File: src/rtl/fifo_drain_sched.sv
`default_nettype none
// ============================================================================
// Module   : fifo_drain_sched
// Purpose  : Round-robin drain scheduler for the two HPS FIFO read ports.
//            Each visit polls the channel's CSR fill level, then bursts out
//            up to BURST_MAX words over the Avalon read/waitrequest handshake
//            into a 2-entry output buffer that emits a tagged 32-bit stream.
// Ports    : clk_clk, reset_reset_n (async, active low), enable
//            f0_* / f1_*  : FIFO data-port and CSR-port conduits
//            m_valid/m_ready/m_data/m_chan/m_last : tagged output stream
//            cnt0/cnt1    : words delivered per channel (wrap at 16 bits)
//            busy         : scheduler active or output buffer non-empty
// Revision : 1.0 - initial release
// ============================================================================
module fifo_drain_sched #(
  parameter int BURST_MAX  = 16,
  parameter int GAP_CYCLES = 2
) (
  input  logic        clk_clk,
  input  logic        reset_reset_n,
  input  logic        enable,
  output logic        f0_read,
  input  logic [31:0] f0_readdata,
  input  logic        f0_waitrequest,
  output logic [2:0]  f0_csr_address,
  output logic        f0_csr_read,
  output logic        f0_csr_write,
  output logic [31:0] f0_csr_writedata,
  input  logic [31:0] f0_csr_readdata,
  output logic        f1_read,
  input  logic [31:0] f1_readdata,
  input  logic        f1_waitrequest,
  output logic [2:0]  f1_csr_address,
  output logic        f1_csr_read,
  output logic        f1_csr_write,
  output logic [31:0] f1_csr_writedata,
  input  logic [31:0] f1_csr_readdata,
  output logic        m_valid,
  input  logic        m_ready,
  output logic [31:0] m_data,
  output logic        m_chan,
  output logic        m_last,
  output logic [15:0] cnt0,
  output logic [15:0] cnt1,
  output logic        busy
);

  typedef enum logic [2:0] {
    S_IDLE  = 3'd0,
    S_POLL  = 3'd1,
    S_PWAIT = 3'd2,
    S_DRAIN = 3'd3,
    S_FLUSH = 3'd4,
    S_GAP   = 3'd5
  } state_t;

  localparam logic [7:0]  BURST_MAX_B = BURST_MAX[7:0];
  localparam logic [31:0] BURST_MAX_W = 32'(BURST_MAX);
  localparam int          GAP_LAST_I  = (GAP_CYCLES > 0) ? GAP_CYCLES - 1 : 0;
  localparam logic [3:0]  GAP_LAST    = GAP_LAST_I[3:0];

  state_t      state_q, state_d;
  logic        chan_q, chan_d;
  logic [7:0]  rem_q, rem_d;
  logic [3:0]  gap_q, gap_d;
  logic        infl_q, infl_d;
  logic        infl_last_q, infl_last_d;
  logic [33:0] obuf_q [2];
  logic [33:0] obuf_d [2];
  logic        wptr_q, wptr_d;
  logic        rptr_q, rptr_d;
  logic [1:0]  count_q, count_d;
  logic [15:0] cnt0_q, cnt0_d;
  logic [15:0] cnt1_q, cnt1_d;

  logic [31:0] w_rdata;
  logic [31:0] w_csr_data;
  logic        w_waitreq;
  logic [7:0]  w_fill_clamped;
  logic        w_issue;
  logic        w_accept;
  logic        w_push;
  logic        w_pop;
  state_t      w_resume;
  state_t      w_after_visit;

  assign w_rdata    = chan_q ? f1_readdata     : f0_readdata;
  assign w_csr_data = chan_q ? f1_csr_readdata : f0_csr_readdata;
  assign w_waitreq  = chan_q ? f1_waitrequest  : f0_waitrequest;

  assign w_fill_clamped = (w_csr_data > BURST_MAX_W) ? BURST_MAX_B : w_csr_data[7:0];

  // Issue only while buffer slots plus the word in flight leave room; this
  // is what keeps the 2-entry buffer from ever overflowing. Once asserted
  // under waitrequest the sum cannot grow, so read stays stable.
  assign w_issue  = (state_q == S_DRAIN) && (rem_q != 8'd0) &&
                    (({1'b0, count_q} + {2'b00, infl_q}) < 3'd2);
  assign w_accept = w_issue && !w_waitreq;
  assign w_push   = infl_q;
  assign w_pop    = (count_q != 2'd0) && m_ready;

  assign w_resume      = enable ? S_POLL : S_IDLE;
  assign w_after_visit = (GAP_CYCLES == 0) ? w_resume : S_GAP;

  // Scheduler next-state
  always_comb begin
    state_d     = state_q;
    chan_d      = chan_q;
    rem_d       = rem_q;
    gap_d       = gap_q;
    infl_d      = w_accept;
    infl_last_d = w_accept && (rem_q == 8'd1);
    case (state_q)
      S_IDLE:  if (enable) state_d = S_POLL;
      S_POLL:  state_d = S_PWAIT;
      S_PWAIT: begin
        rem_d = w_fill_clamped;
        if (w_fill_clamped == 8'd0) begin
          chan_d  = ~chan_q;
          gap_d   = 4'd0;
          state_d = w_after_visit;
        end else begin
          state_d = S_DRAIN;
        end
      end
      S_DRAIN: begin
        if (w_accept) begin
          rem_d = rem_q - 8'd1;
          if (rem_q == 8'd1) state_d = S_FLUSH;
        end
      end
      S_FLUSH: begin
        // Channel pointer must not move until the last word has landed,
        // since the landing word is tagged with chan_q.
        if (!infl_q) begin
          chan_d  = ~chan_q;
          gap_d   = 4'd0;
          state_d = w_after_visit;
        end
      end
      S_GAP: begin
        if (gap_q == GAP_LAST) state_d = w_resume;
        else                   gap_d   = gap_q + 4'd1;
      end
      default: state_d = S_IDLE;
    endcase
  end

  // Output buffer and delivery counters
  always_comb begin
    obuf_d  = obuf_q;
    wptr_d  = wptr_q;
    rptr_d  = rptr_q;
    count_d = count_q;
    cnt0_d  = cnt0_q;
    cnt1_d  = cnt1_q;
    if (w_push) begin
      obuf_d[wptr_q] = {infl_last_q, chan_q, w_rdata};
      wptr_d         = ~wptr_q;
    end
    if (w_pop) begin
      rptr_d = ~rptr_q;
      if (obuf_q[rptr_q][32]) cnt1_d = cnt1_q + 16'd1;
      else                    cnt0_d = cnt0_q + 16'd1;
    end
    case ({w_push, w_pop})
      2'b10:   count_d = count_q + 2'd1;
      2'b01:   count_d = count_q - 2'd1;
      default: count_d = count_q;
    endcase
  end

  always_ff @(posedge clk_clk or negedge reset_reset_n) begin
    if (!reset_reset_n) begin
      state_q     <= S_IDLE;
      chan_q      <= 1'b0;
      rem_q       <= 8'd0;
      gap_q       <= 4'd0;
      infl_q      <= 1'b0;
      infl_last_q <= 1'b0;
      obuf_q[0]   <= '0;
      obuf_q[1]   <= '0;
      wptr_q      <= 1'b0;
      rptr_q      <= 1'b0;
      count_q     <= 2'd0;
      cnt0_q      <= 16'd0;
      cnt1_q      <= 16'd0;
    end else begin
      state_q     <= state_d;
      chan_q      <= chan_d;
      rem_q       <= rem_d;
      gap_q       <= gap_d;
      infl_q      <= infl_d;
      infl_last_q <= infl_last_d;
      obuf_q      <= obuf_d;
      wptr_q      <= wptr_d;
      rptr_q      <= rptr_d;
      count_q     <= count_d;
      cnt0_q      <= cnt0_d;
      cnt1_q      <= cnt1_d;
    end
  end

  assign f0_read          = w_issue && !chan_q;
  assign f1_read          = w_issue &&  chan_q;
  assign f0_csr_read      = (state_q == S_POLL) && !chan_q;
  assign f1_csr_read      = (state_q == S_POLL) &&  chan_q;
  assign f0_csr_address   = 3'd0;
  assign f1_csr_address   = 3'd0;
  assign f0_csr_write     = 1'b0;
  assign f1_csr_write     = 1'b0;
  assign f0_csr_writedata = 32'd0;
  assign f1_csr_writedata = 32'd0;

  assign m_valid = (count_q != 2'd0);
  assign m_data  = obuf_q[rptr_q][31:0];
  assign m_chan  = obuf_q[rptr_q][32];
  assign m_last  = obuf_q[rptr_q][33];
  assign cnt0    = cnt0_q;
  assign cnt1    = cnt1_q;
  assign busy    = (state_q != S_IDLE) || (count_q != 2'd0);

endmodule
`default_nettype wire
File: config.mk
export PLATFORM = sky130hd
export DESIGN_NAME = fifo_drain_sched
export DESIGN_NICKNAME = d
export VERILOG_FILES = /design/src/rtl/fifo_drain_sched.sv
export SDC_FILE = /design/constraint.sdc
export NUM_CORES = 1
export LEC_CHECK = 0
export ABC_CLOCK_PERIOD_IN_PS = 2700
export CAP_MARGIN = 15
export CORE_AREA = 5 5 100 173
export DETAILED_ROUTE_END_ITERATION = 8
export DIE_AREA = 0 0 105 178
export GPL_TIMING_DRIVEN = 0
export PLACE_DENSITY_LB_ADDON = 0.05
export SYNTH_ARGS = -nofsm -noshare
export SYNTH_HDL_FRONTEND = slang
export SYNTH_SLANG_ARGS = --single-unit
File: constraint.sdc
create_clock -name clk_clk -period 2.7 [get_ports clk_clk]
set_input_delay 0.54 -clock clk_clk [delete_from_list [all_inputs] [get_ports clk_clk]]
set_output_delay 0.54 -clock clk_clk [all_outputs]
set_load 0.03 [all_outputs]
==> results.txt, run 1 <==
The startpoint identified for the worst hold timing path is cnt0[15]. Clock-pin slew was measured on the worst setup and hold paths at 0.06 ns. Summing the areas of all and, or, nand and nor instances in the mapped netlist gives 15.0% of the synthesized area. Once layout is complete, the utilization of the core stands at 62.7%. The number of flip-flops and latches in the synthesized netlist works out to 122. Setup repair after global routing left no endpoint under its margin. In this run the register-to-register setup slack is 0.39 ns.

Of the total synthesized cell area, the portion taken by full adders, half adders and majority gates is 1.51%. The number of stages on the worst hold path works out to 1. Ranked by total cell area, the synthesized netlist is headed by dfrtp_1 46%, buf_4 8.3%, mux2_2 6.6%, mux2i_1 5.4%, nor2_1 3.6%. The die covers 18700 um2. The number of vias per cell is 4.89.

In the finished design, the share of the clock period the worst path needs comes to 96.0%. The number of antenna diodes in the final layout is 0. In this run the critical register-to-register path is launched from chan_q. The mux share of post-synthesis cell area was 12.3%. Between clock sinks in the finished design, the worst skew comes to 0.0110 ns. In this run the tool buffered the top-level ports with 205 buffer cells.

The achievable frequency was 386 MHz; the maximum number of pins on one net before global-route repair was 99. Initial antenna violation count: 0. The fraction of final layout cells with drive strength greater than 1 is 17.1%, and the number of synthesized flops with an enable pin is 0. The tools report the worst slew margin relative to its limit as 44.6%. The first detailed-routing pass took 4 iterations. At the end of routability-driven placement, the weighted congestion stood at 0.868.

The tools report the number of hold violations in the final report as 0. The slew of the pin with the lowest slew margin was 0.831 ns; the switching share of total power was 38.7%. The distinct cell type count of the synthesized netlist is 60, and the average size of a mapped cell is 10.0 um2. DRC violation count after routing: 0. Counting the buffers created by CTS gives 17. The run gives 0 as the number of pins exceeding their max-slew limit in the final report.

The worst hold path class is reg2reg. The clock passes through at most 2 buffers. The number of cells after detailed placement came out at 1126. After global routing the overflow that remains totals 0. The standard-cell row count came out at 61.

The flow ran to the end, and the final reports show no timing, DRC or antenna violations. Once layout is complete, the cells apart from fillers number 1157. The XOR/XNOR share of the synthesized area was 4.77%; the sum of net half-perimeters after detailed placement was 14900 um. The number of cells on the worst reg-to-reg path is 6. Synthesis produced a netlist whose cell count is 660. In this run the power spent charging and discharging nets is 0.00375 W. Counting flops with an async set or reset pin after synthesis yields a share of 100%. In this run the count of I/O pins placed on the die edge is 278. Biggest area consumer among synthesized cells: dfrtp_1. The clock network accounts for 26.6% of the total power.

The Yosys step of the flow raised 0 warnings. The logs give 21.1% for the fraction of met1 tracks used by global routing and 0 for the count of antenna-violating nets left after detailed routing. Global routing used 5.11% of the available met3 tracks.

Of the post-synthesis cell area, the dominant cell type holds 46.2%. At the worst endpoint, the required time is 2.16 ns. Post-route worst hold slack: 0.466 ns. The met2 capacity usage during global routing came out at 38.7%. CTS placed an instance of clkbuf_16 at the clock tree root. The tools report the number of H-tree levels as 4.

The detailed router finished its first iteration with 180 violations. The highest-utilization routing layer at the global route stage is met2. The region available for standard cell placement spans 15700 um2. Measured along the y axis, the die boundary spans 178 um.

Cell internal power was estimated by the tool at 0.00595 W. For this run, the post-layout net count is 1098. After synthesis, the largest family of logic cells by area is simple AND/OR/NAND/NOR gates. The most common cell after layout, fill and taps aside was clkdlybuf4s50_1. The die is 105 um wide. The largest driver fanout on the critical path works out to 8. For the count of maximum capacitance violations, the log shows 0.

The startpoint class of the critical path is a register. The post-synthesis sequential area ratio is 46.2%. The final critical path time including I/O delays and setup is 2.59 ns. The worst register-to-register path ends at gap_q[2]. The worst setup path is captured at an output port.

Relative to the synthesized area, the layout overhead comes to 49.2%. Dividing total power by cell area gives a power density of 984 nW/um2. After detailed routing, the average wire length per cell comes to 16.1 um.

IR analysis of the VDD net gives a maximum drop of 0.410 mV. For this configuration, the core starts out at a cell density of 42.1%. Compound-gate portion of the synthesized area: 9.57%. The dominant register cell in the synthesized netlist was dfrtp_1. Summing every instance area after synthesis gives 6610 um2. The clock drives 122 sinks. The worst endpoint data arrival time came out at 2.05 ns.

End of the worst hold path: cnt0[15]. The analysis attributes to cell leakage a power of 4.71 nW. The global-route wire length before repair is 30300 um.

Combinational logic burns 43.4% of the power. Critical setup path kind: reg2out. At the later pin of the worst-skew pair, clock insertion delay measures 0.41 ns. The run gives 5654 as the via total after detailed routing.

The final layout contains routed wiring with a total length of 18600 um. In the layout the commonest cells are 171 x clkdlybuf4s50_1, 122 x dfrtp_1, 76 x buf_4, 72 x conb_1, 64 x nor2_1. Of the total power, registers draw 30.0%. The final-report setup violation count came out at 0. For the via count of the first global-routing pass, the log shows 6182. TritonCTS built the clock tree. Total global-route track usage: 20.1%.
-- cells by family after synthesis --
| logic type | count (synthesis) |
|---|---|
| buf+inv | 110 |
| flops | 122 |
| simple gates | 200 |
| compound gates | 107 |
| other cells | 1 |
| xor+xnor | 36 |
| fa+ha+maj | 8 |
| mux | 76 |
-- power groups by stage --
stage                     combinational [W]  sequential [W]  clock, W
after CTS                           0.00426         0.00291   0.00263
after detailed placement            0.00446         0.00293         0
after floorplan                     0.00270         0.00295         0
after global routing                0.00457         0.00300   0.00272
after global placement              0.00437         0.00289         0
final                               0.00421         0.00291   0.00259
-- layer usage --
metal | share of wire (%) | vias up
li1 | - | 2746
met1 | 36 | 2699
met2 | 57 | 195
met3 | 6.0 | 14
met4 | 1.3 | 0
met5 | 0 | -
-- sequential cells by signal, indices dropped and copies added, names as in the netlist --
name         count
state_q          3
infl_last_q      1
rptr_q           1
cnt0            16
rem_q            8
infl_q           1
wptr_q           1
obuf_q          68
chan_q           1
cnt1            16
gap_q            4
count_q          2
-- worst max-delay path, stage by stage, from the launching register on --
cell             delay [ns]
dfrtp_1                0.32
buf_2                  0.25
mux2i_4                0.36
inv_1                  0.10
clkdlybuf4s50_1        0.63
-- area by class of cell --
class,instances,area [um2]
clock buffer,18,439
multi-input combinational,499,3130
clock inverter,13,239
tap,189,236
fill,1381,5860
buffer,97,666
sequential,122,3050
inverter,12,45.0
timing repair buffer,207,2050
-- synthesized netlist by cell type, types with 3 or more instances --
cell        n
buf_1       5
nor2_1     64
nand3_1     8
xor2_1     12
ha_1        8
dfrtp_1   122
nand2_1    51
inv_1      11
nand4_1    11
a31o_1      4
and3_1      5
xnor2_1    24
nand3b_1    3
mux2_2     39
buf_4      73
nand2b_1    4
or4_1       5
o21ai_0    42
a21oi_1    39
o21ai_1     3
and2_1      5
nor4_1     10
mux2i_1    36
clkbuf_1   17
nor3_1     15
-- worst max path at each step --
stage / start / to / cells after the start
3_3_place_gp: reset_reset_n / cnt0[4] / 1
2_1_floorplan: chan_q / f0_csr_read / 4
5_1_grt: rptr_q / m_chan / 4
3_5_place_dp: f1_csr_readdata[30] / gap_q[1] / 6
6_report: rptr_q / m_chan / 4
4_1_cts: rptr_q / m_chan / 4
-- metrics by stage --
stage	cell area, um2	setup WS (ns)	total power (W)	setup TNS, ns
final	9860	0.108	0.00970	0
after global routing	9860	0.0239	0.0103	0
after CTS	9860	0.0596	0.00981	0
after global placement	9170	-3.44	0.00725	-419.96
after detailed placement	9200	-0.288	0.00739	-2.29
after floorplan	6880	0.283	0.00565	0
-- timing repair --
| item | in CTS | in global routing |
|---|---|---|
| setup buffers | 0 | 0 |
| setup endpoints to repair | 33 | 1 |
| hold buffers | 1 | 0 |
| hold endpoints to repair | 24 | 0 |
| gates resized for setup | 39 | 1 |
Note: power is estimated with default switching activity, not from simulation.
==> run 2: changes to the inputs <==
--- a/config.mk
+++ b/config.mk
@@ -11,6 +11,7 @@
 export DETAILED_ROUTE_END_ITERATION = 8
 export DIE_AREA = 0 0 105 178
 export GPL_TIMING_DRIVEN = 0
+export MAX_ROUTING_LAYER = met4
 export PLACE_DENSITY_LB_ADDON = 0.05
 export SYNTH_ARGS = -nofsm -noshare
 export SYNTH_HDL_FRONTEND = slang
==> run 2 against run 1 <==
Effect of this change:
- register-to-register slack better by 0.02 ns
- fmax grew 0.76%
- clock power down 7%
- critical path depth is the same
- total power fell by 1.8%
- routed wire length rose by 0.27%
- utilization is 0.31 points lower
- final cell count did not move
- via count increased by 0.41%
==> results.txt, run 2 (same netlist as run 1, synthesis figures left out) <==
STA classifies the critical path endpoint as an output port. The worst slew margin relative to its limit is 43.6% (-1.0 points), and the clock input transition at the sequential cells of the worst setup and hold paths is 0.05 ns (about the same). The flip-flop count of the largest register after layout was 68 (unchanged). The setup fix buffers added after clock tree synthesis was 0 (unchanged).

The via count of the first global-routing pass was 6057 (-2.0%); the maximum number of pins on one net before global-route repair was 99 (unchanged). The run gives 0 (unchanged) as the total inserted antenna cells. The achievable frequency came out at 389 MHz (+0.76%). The global-route wire length before repair is 29600 um (-2.1%). The final critical path time including I/O delays and setup came out at 2.57 ns (-0.0195 ns). The initial antenna violation count came out at 0 (unchanged). The via total after detailed routing came out at 5677 (+0.41%). The worst setup path is launched from a register.

The number of vias per cell came out at 4.91 (+0.41%). For the placeable core area, the log shows 15700 um2 (unchanged). Die boundary width: 105 um (unchanged). The total global-route track usage is 20.4% (+0.26 points). The effective utilization at floorplan was 42.1% (unchanged); the per-cell routed wire length was 16.2 um (+0.27%). The TritonCTS buffer count is 17 (unchanged). The tree is rooted in a clkbuf_16. The register with the most flip-flops in the final layout is obuf_q.

The tools report the wire length reported by the detailed router as 18700 um (+0.27%). The depth of the worst register-to-register path was 6 (unchanged). The slew of the pin with the lowest slew margin works out to 0.846 ns (+0.0150 ns). The critical setup path kind was reg2out.

The vertical die dimension was 178 um (unchanged). Standard-cell row count: 61 (unchanged). The run gives 0 (unchanged) as the number of hold violations in the final report.

The logs give 0 (unchanged) for the number of pins exceeding their max-slew limit in the final report and 278 (unchanged) for the count of pins on the block boundary. The critical path ends at m_chan. The library cell used most frequently in the layout, excluding fill and tap cells, is clkdlybuf4s50_1. The run gives 217 (+21%) as the number of violations reported at the end of detailed-routing iteration 0. The non-filler instance count after layout was 1157 (unchanged). The largest stage delay on the critical path is 0.63 ns (about the same).

The run gives 4.67 nW (-0.80%) as the standby leakage power. Number of cells after detailed placement: 1126 (unchanged). The tools report the routability congestion estimate from global placement as 0.876 (+0.89%).

Setup repair after global routing left no endpoint under its margin. For the critical path required time, the log shows 2.16 ns (about the same). The logs give 0.439 mV (+6.9%) for the peak supply drop and 2 (unchanged) for the maximum buffer depth of the clock tree. The logs give 0 (unchanged) for the count of antenna-violating nets left after detailed routing and 0.41 ns (about the same) for the clock network latency to the later pin of the worst-skew pair. Areal power density over the cells: 971 nW/um2 (-1.3%).

The fraction of final layout cells with drive strength greater than 1 works out to 17.1% (unchanged). The run gives 0 (unchanged) as the count of maximum capacitance violations. For the clock skew after layout, the log shows 0.00785 ns (-0.00315 ns). The tools report the area enclosed by the die boundary as 18700 um2 (unchanged). The number of H-tree levels came out at 4 (unchanged). The logs give 0.41 ns (+0.02 ns) for the worst-case register-to-register setup slack and 122 (unchanged) for the clock sink count. The first-pass iteration count of the detailed router was 4 (unchanged); the number of buffer and inverter instances along the worst setup path was 3 (unchanged). The sum of overflow across all layers after global routing was 0 (unchanged).

The most critical setup path has its startpoint at rptr_q. The largest individual stage delay along the critical path comes from the cell clkdlybuf4s50_1. The placed cell area was 9200 um2 (unchanged); the cell depth of the worst setup path was 4 (unchanged). The portion of the clock cycle consumed by the worst path in the final layout came out at 95.3% (-0.72 points). Worst endpoint data arrival time: 2.03 ns (-0.02 ns). From synthesis to final layout, the design area changed by 48.4%. The number of buffer cells added on primary ports works out to 205 (unchanged). The library cells used most frequently in the layout, excluding fill and tap cells, are 172 x clkdlybuf4s50_1, 122 x dfrtp_1, 76 x buf_4, 72 x conb_1, 64 x nor2_1. The startpoint of the worst register-to-register path is chan_q. In this run the critical register-to-register path is captured at gap_q[2].

The final-report setup violation count is 0 (unchanged), and the post-route standard cell area excluding fillers is 9810 um2 (-0.49%). Walking the worst path, the cells encountered are buf_2 > mux2i_4 > inv_1 > clkdlybuf4s50_1. Sum of net half-perimeters after detailed placement: 14900 um (-0.10%). On the critical path the largest part of the delay comes from buffers and inverters. Largest driver fanout on the critical path: 8 (unchanged).

In this run the worst hold path is classified as reg2reg. The run gives 1098 (unchanged) as the final net count. The flow ran to the end, and the final reports show no timing, DRC or antenna violations. TritonCTS built the clock tree.

The tools report the DRC violation count after routing as 0 (unchanged).
==> run 2: power by group <==
group	switching, W	internal (W)
sequential	0.000440	0.00247
combinational	0.00250	0.00172
clock	0.000829	0.00157
total	0.00377	0.00576
==> run 2: worst register-to-register path, stage by stage, from the launching register on <==
cell	delay, ns
dfrtp_1	0.41
buf_6	0.16
nor4_1	0.37
nand4_1	0.23
a221oi_4	0.46
nand4_2	0.26
a31o_1	0.30
==> run 2: metal layers <==
layer | track usage [%] | vias up | share of wire, %
met5 | - | - | 0
met1 | 20.5 | 2687 | 36
met4 | 7.52 | 0 | 2.6
met2 | 38.0 | 210 | 55
met3 | 4.56 | 34 | 5.7
li1 | - | 2746 | -
==> run 2: worst min-delay path by stage <==
stage,from,cells past startpoint,end
after floorplan,reset_reset_n,0,chan_q
after CTS,cnt0[15],1,cnt0[15]
after global routing,obuf_q[50],2,obuf_q[50]
final,obuf_q[35],2,obuf_q[35]
after detailed placement,reset_reset_n,1,obuf_q[21]
after global placement,obuf_q[35],2,obuf_q[35]
==> run 2: repair_timing <==
item                                   4_1_cts  5_1_grt
setup endpoints to repair                   32        1
gates resized for setup                     38        1
gates cloned                                 0        0
hold buffers                                 1        0
endpoints found under the hold margin       24        0
==> run 2: layout make-up <==
cell class	count	area, um2
Fill cell	1376	5910
Multi-Input combinational cell	499	3130
Sequential cell	122	3050
Timing Repair Buffer	207	2050
Buffer	97	666
Clock buffer	18	439
Tap cell	189	236
Clock inverter	13	193
Inverter	12	45.0
==> run 2: stage by stage <==
step / util (%) / setup slack, ns / total power [W] / hold slack (ns) / TNS, ns
after global routing: 62.4 / 0.00281 / 0.0101 / 0.491 / 0
final: 62.4 / 0.127 / 0.00953 / 0.471 / 0
after global placement: 58.3 / -3.48 / 0.00726 / 0.458 / -424.34
after detailed placement: 58.5 / -0.272 / 0.00740 / 0.416 / -2.13
after CTS: 62.4 / 0.0297 / 0.00960 / 0.476 / 0
after floorplan: - / 0.283 / 0.00565 / 0.244 / 0
==> run 3: changes to the inputs <==
--- a/config.mk
+++ b/config.mk
@@ -5,14 +5,16 @@
 export SDC_FILE = /design/constraint.sdc
 export NUM_CORES = 1
 export LEC_CHECK = 0
+export ABC_AREA = 1
 export ABC_CLOCK_PERIOD_IN_PS = 2700
 export CAP_MARGIN = 15
-export CORE_AREA = 5 5 100 173
+export CORE_AREA = 5 5 101 174
 export DETAILED_ROUTE_END_ITERATION = 8
-export DIE_AREA = 0 0 105 178
+export DIE_AREA = 0 0 106 179
 export GPL_TIMING_DRIVEN = 0
 export MAX_ROUTING_LAYER = met4
 export PLACE_DENSITY_LB_ADDON = 0.05
+export SETUP_SLACK_MARGIN = 0.4
 export SYNTH_ARGS = -nofsm -noshare
 export SYNTH_HDL_FRONTEND = slang
 export SYNTH_SLANG_ARGS = --single-unit
==> run 3 against run 2 <==
Effect of this change:
- non-clock buffer count up 8
- total power up 7.1%
- final cell count up 18%
- fmax up 16%
- design area up 2.0%
- critical path type unchanged
==> results.txt, run 3 <==
The logs give 63.1% (+0.65 points) for the final cell utilization of the core and 4 (unchanged) for the number of H-tree levels. The depth of the worst register-to-register path came out at 9 (+3). The effective utilization at floorplan was 43.5% (+1.4 points); the post-synthesis sequential area ratio was 44.2% (-2.0 points). The XOR/XNOR share of the synthesized area came out at 4.82% (+0.051 points).

The slew of the pin with the lowest slew margin was 0.586 ns (-0.260 ns). Count of pins on the block boundary: 278 (unchanged). The tools report the clock sink count as 122 (unchanged).

Setup repair after global routing left no endpoint under its margin. The routability congestion estimate from global placement is 0.791 (-9.6%), and the number of pins exceeding their max-slew limit in the final report is 0 (unchanged). For the maximum buffer depth of the clock tree, the log shows 2 (unchanged). The worst slew margin relative to its limit is 60.9% (+17 points), and the distinct cell type count of the synthesized netlist is 41 (-32%). Dominant register cell in the synthesized netlist: dfrtp_1. The portion of the clock cycle consumed by the worst path in the final layout was 81.8% (-13 points). For the final sum of negative setup slack, the log shows 0 ns (unchanged). The tools report the number of hold violations in the final report as 0 (unchanged).

The run finished with clean final reports. The library cell used most frequently in the layout, excluding fill and tap cells, is nand2_1. The tools report the number of synthesis warnings as 0 (unchanged). The final-report setup violation count is 0 (unchanged). The worst hold path belongs to the class in2async. Mux share of post-synthesis cell area: 0.308% (-12 points).

The per-cell routed wire length came out at 15.0 um (-7.1%). STA classifies the critical path startpoint as a register. The logs give 0.490 ns (+0.363 ns) for the final worst slack and 15900 um2 (+0.97%) for the placeable core area. The tools report the post-cts hold buffer count as 0 (-1).

The critical path required time is 2.16 ns (about the same). The root cell of the clock tree is clkbuf_16. The post-synthesis adder-cell area fraction works out to 1.45% (-0.064 points).

The first-pass iteration count of the detailed router was 5 (+1). The via total after detailed routing was 6478 (+14%). The setup slack at placement was -0.146 ns (+0.126 ns); the flip-flop count of the largest register after layout was 68 (unchanged).

The basic-gate share of the synthesized area counting and, or, nand and nor cells was 23.6% (+8.6 points). The number of synthesized flops with an enable pin is 0 (unchanged), and the worst endpoint data arrival time is 1.67 ns (-0.36 ns). For the via count of the first global-routing pass, the log shows 6331 (+4.5%).

The final critical path time including I/O delays and setup is 2.21 ns (-0.363 ns). The run gives 64 (-35%) as the maximum number of pins on one net before global-route repair. The number of filler instances in the final layout was 1449 (+5.3%).

In the layout the commonest cells are 193 x nand2_1, 165 x clkdlybuf4s50_1, 120 x dfrtp_1, 110 x nor2_1, 82 x buf_4. The final net count is 1308 (+19%), and the compound-gate portion of the synthesized area is 11.1% (+1.5 points). The synthesized instance count was 867 (+31%); the die boundary width was 106 um (+0.95%). The worst setup path is of the reg2out kind.

Number of flip-flops and latches in the synthesized netlist: 122 (unchanged). Nature of the critical path endpoint: an output port. The commonest cells after synthesis are 193 x nand2_1, 122 x dfrtp_1, 110 x nor2_1. Ranked by flip-flop count, first place goes to obuf_q. TritonCTS built the clock tree. The wire length reported by the detailed router was 20500 um (+9.9%); the total inserted antenna cells was 0 (unchanged). Average size of a mapped cell: 7.97 um2 (-20%). dfrtp_1 takes more of the synthesized area than any other cell. For the sum of net half-perimeters after detailed placement, the log shows 15900 um (+6.7%). For the standard-cell row count, the log shows 61 (unchanged). Vertical die dimension: 179 um (+0.56%). The most common cell in the netlist is nand2_1.

The largest driver fanout on the critical path was 5 (-3). The clock input transition at the sequential cells of the worst setup and hold paths is 0.06 ns (about the same). The achievable frequency was 453 MHz (+16%); the clock network latency to the later pin of the worst-skew pair was 0.41 ns (about the same). The logs give 0 (unchanged) for the initial antenna violation count and 0 (unchanged) for the DRC violation count after routing. The number of vias per cell was 4.74 (-3.5%); the total power of the final layout was 0.0102 W (+7.1%). The run gives 4.93 nW (+5.5%) as the standby leakage power.

Relative to the synthesized area, the layout overhead comes to 45.0%. The sum of overflow across all layers after global routing was 0 (unchanged). After synthesis, the largest family of logic cells by area is simple AND/OR/NAND/NOR gates.

The fraction of final layout cells with drive strength greater than 1 is 17.0% (-0.19 points). Ranked by total cell area, the synthesized netlist is headed by dfrtp_1 44%, nand2_1 10%, buf_4 7.9%, a31oi_1 6.1%, nor2_1 6.0%. The async set-or-reset flop fraction in the synthesized netlist works out to 100% (unchanged). The number of buffer cells added on primary ports is 205 (unchanged), and the number of violations reported at the end of detailed-routing iteration 0 is 266 (+23%). The count of maximum capacitance violations was 0 (unchanged). The run gives 22.4% (+2.1 points) as the total global-route track usage.

TritonCTS buffer count: 17 (unchanged). The run gives 0.00724 ns (-0.000613 ns) as the clock skew after layout. The areal power density over the cells came out at 1020 nW/um2 (+5.0%).

The tools report the count of antenna-violating nets left after detailed routing as 0 (unchanged). Fraction of post-synthesis cell area in the top cell type by area: 44.2% (-2.0 points). Synthesized area: 6910 um2 (+4.4%).

The logs give 32300 um (+8.9%) for the global-route wire length before repair and 19000 um2 (+1.5%) for the area enclosed by the die boundary. The peak supply drop is 0.556 mV (+27%).
run 3: changes by cell type after synthesis, sizes merged, moves of 7 or more:
cell / change
mux2i: -36
or4: -7
nor4: -10
inv: +74
mux2: -38
xnor2: -8
a31oi: +66
xor2: +10
nand3: +15
a21oi: -30
nor2: +56
nand2: +151
run 3: logic make-up after synthesis:
family	count (synthesis)
buffers and inverters	190
AOI/OAI and AO/OA	133
other	1
DFF	122
muxes	2
xor gates and xnor gates	38
and+or+nand+nor	373
adders and majority gates	8
run 3: power breakdown:
| group | internal (W) | switching [W] |
|---|---|---|
| Combinational | 0.00173 | 0.00326 |
| Sequential | 0.00243 | 0.000420 |
| Clock | 0.00147 | 0.000901 |
run 3: critical path, cell delays in order, from the launching register on:
cell and delay [ns]:
dfrtp_1 0.43, inv_2 0.06, nand2_2 0.09, clkdlybuf4s50_1 0.68
run 3: path summary, 6_finish.rpt:
kind                                    start         to  slack (ns)
worst max register to register     state_q[1]   gap_q[0]        0.61
worst min-delay path            reset_reset_n  obuf_q[7]        0.09
worst max-delay path               count_q[0]    m_valid        0.49
worst min register to register       cnt0[15]   cnt0[15]        0.46
max in group asynchronous       reset_reset_n    cnt1[3]        1.90
min in group clk_clk                 cnt0[15]   cnt0[15]        0.46
run 3: repair_timing:
action	4_1_cts	5_1_grt
setup buffers	1	2
gates cloned	0	0
gates resized for setup	213	36
pin swaps	1	2
endpoints found under the setup margin	39	27
run 3: layer usage:
layer / vias to the layer above / share of wire [%] / track usage (%)
met3: 26 / 4.6 / 3.86
met2: 186 / 56 / 41.4
met4: 0 / 1.9 / 7.13
met1: 3018 / 38 / 24.4
li1: 3248 / - / -
met5: - / 0 / -
run 3: area by class of cell:
class,instances,area [um2],area share [%]
inverters,87,330,3.30
plain buffers,103,721,7.20
flip-flops and latches,122,3060,30.5
clock inverters,15,191,1.91
clock buffers,17,425,4.25
multi-input cells,626,3130,31.3
well taps,189,236,2.36
repair buffers,209,1920,19.2
run 3: stage by stage:
| step | hold WS, ns | instance area, um2 | std cells |
|---|---|---|---|
| final | 0.0905 | 10000 | 1368 |
| after global routing | 0.127 | 10000 | 1368 |
| after CTS | 0.110 | 10100 | 1366 |
| after detailed placement | 0.462 | 9490 | 1333 |
| after global placement | 0.453 | 9460 | 1332 |
| after floorplan | 0.244 | 7170 | 938 |
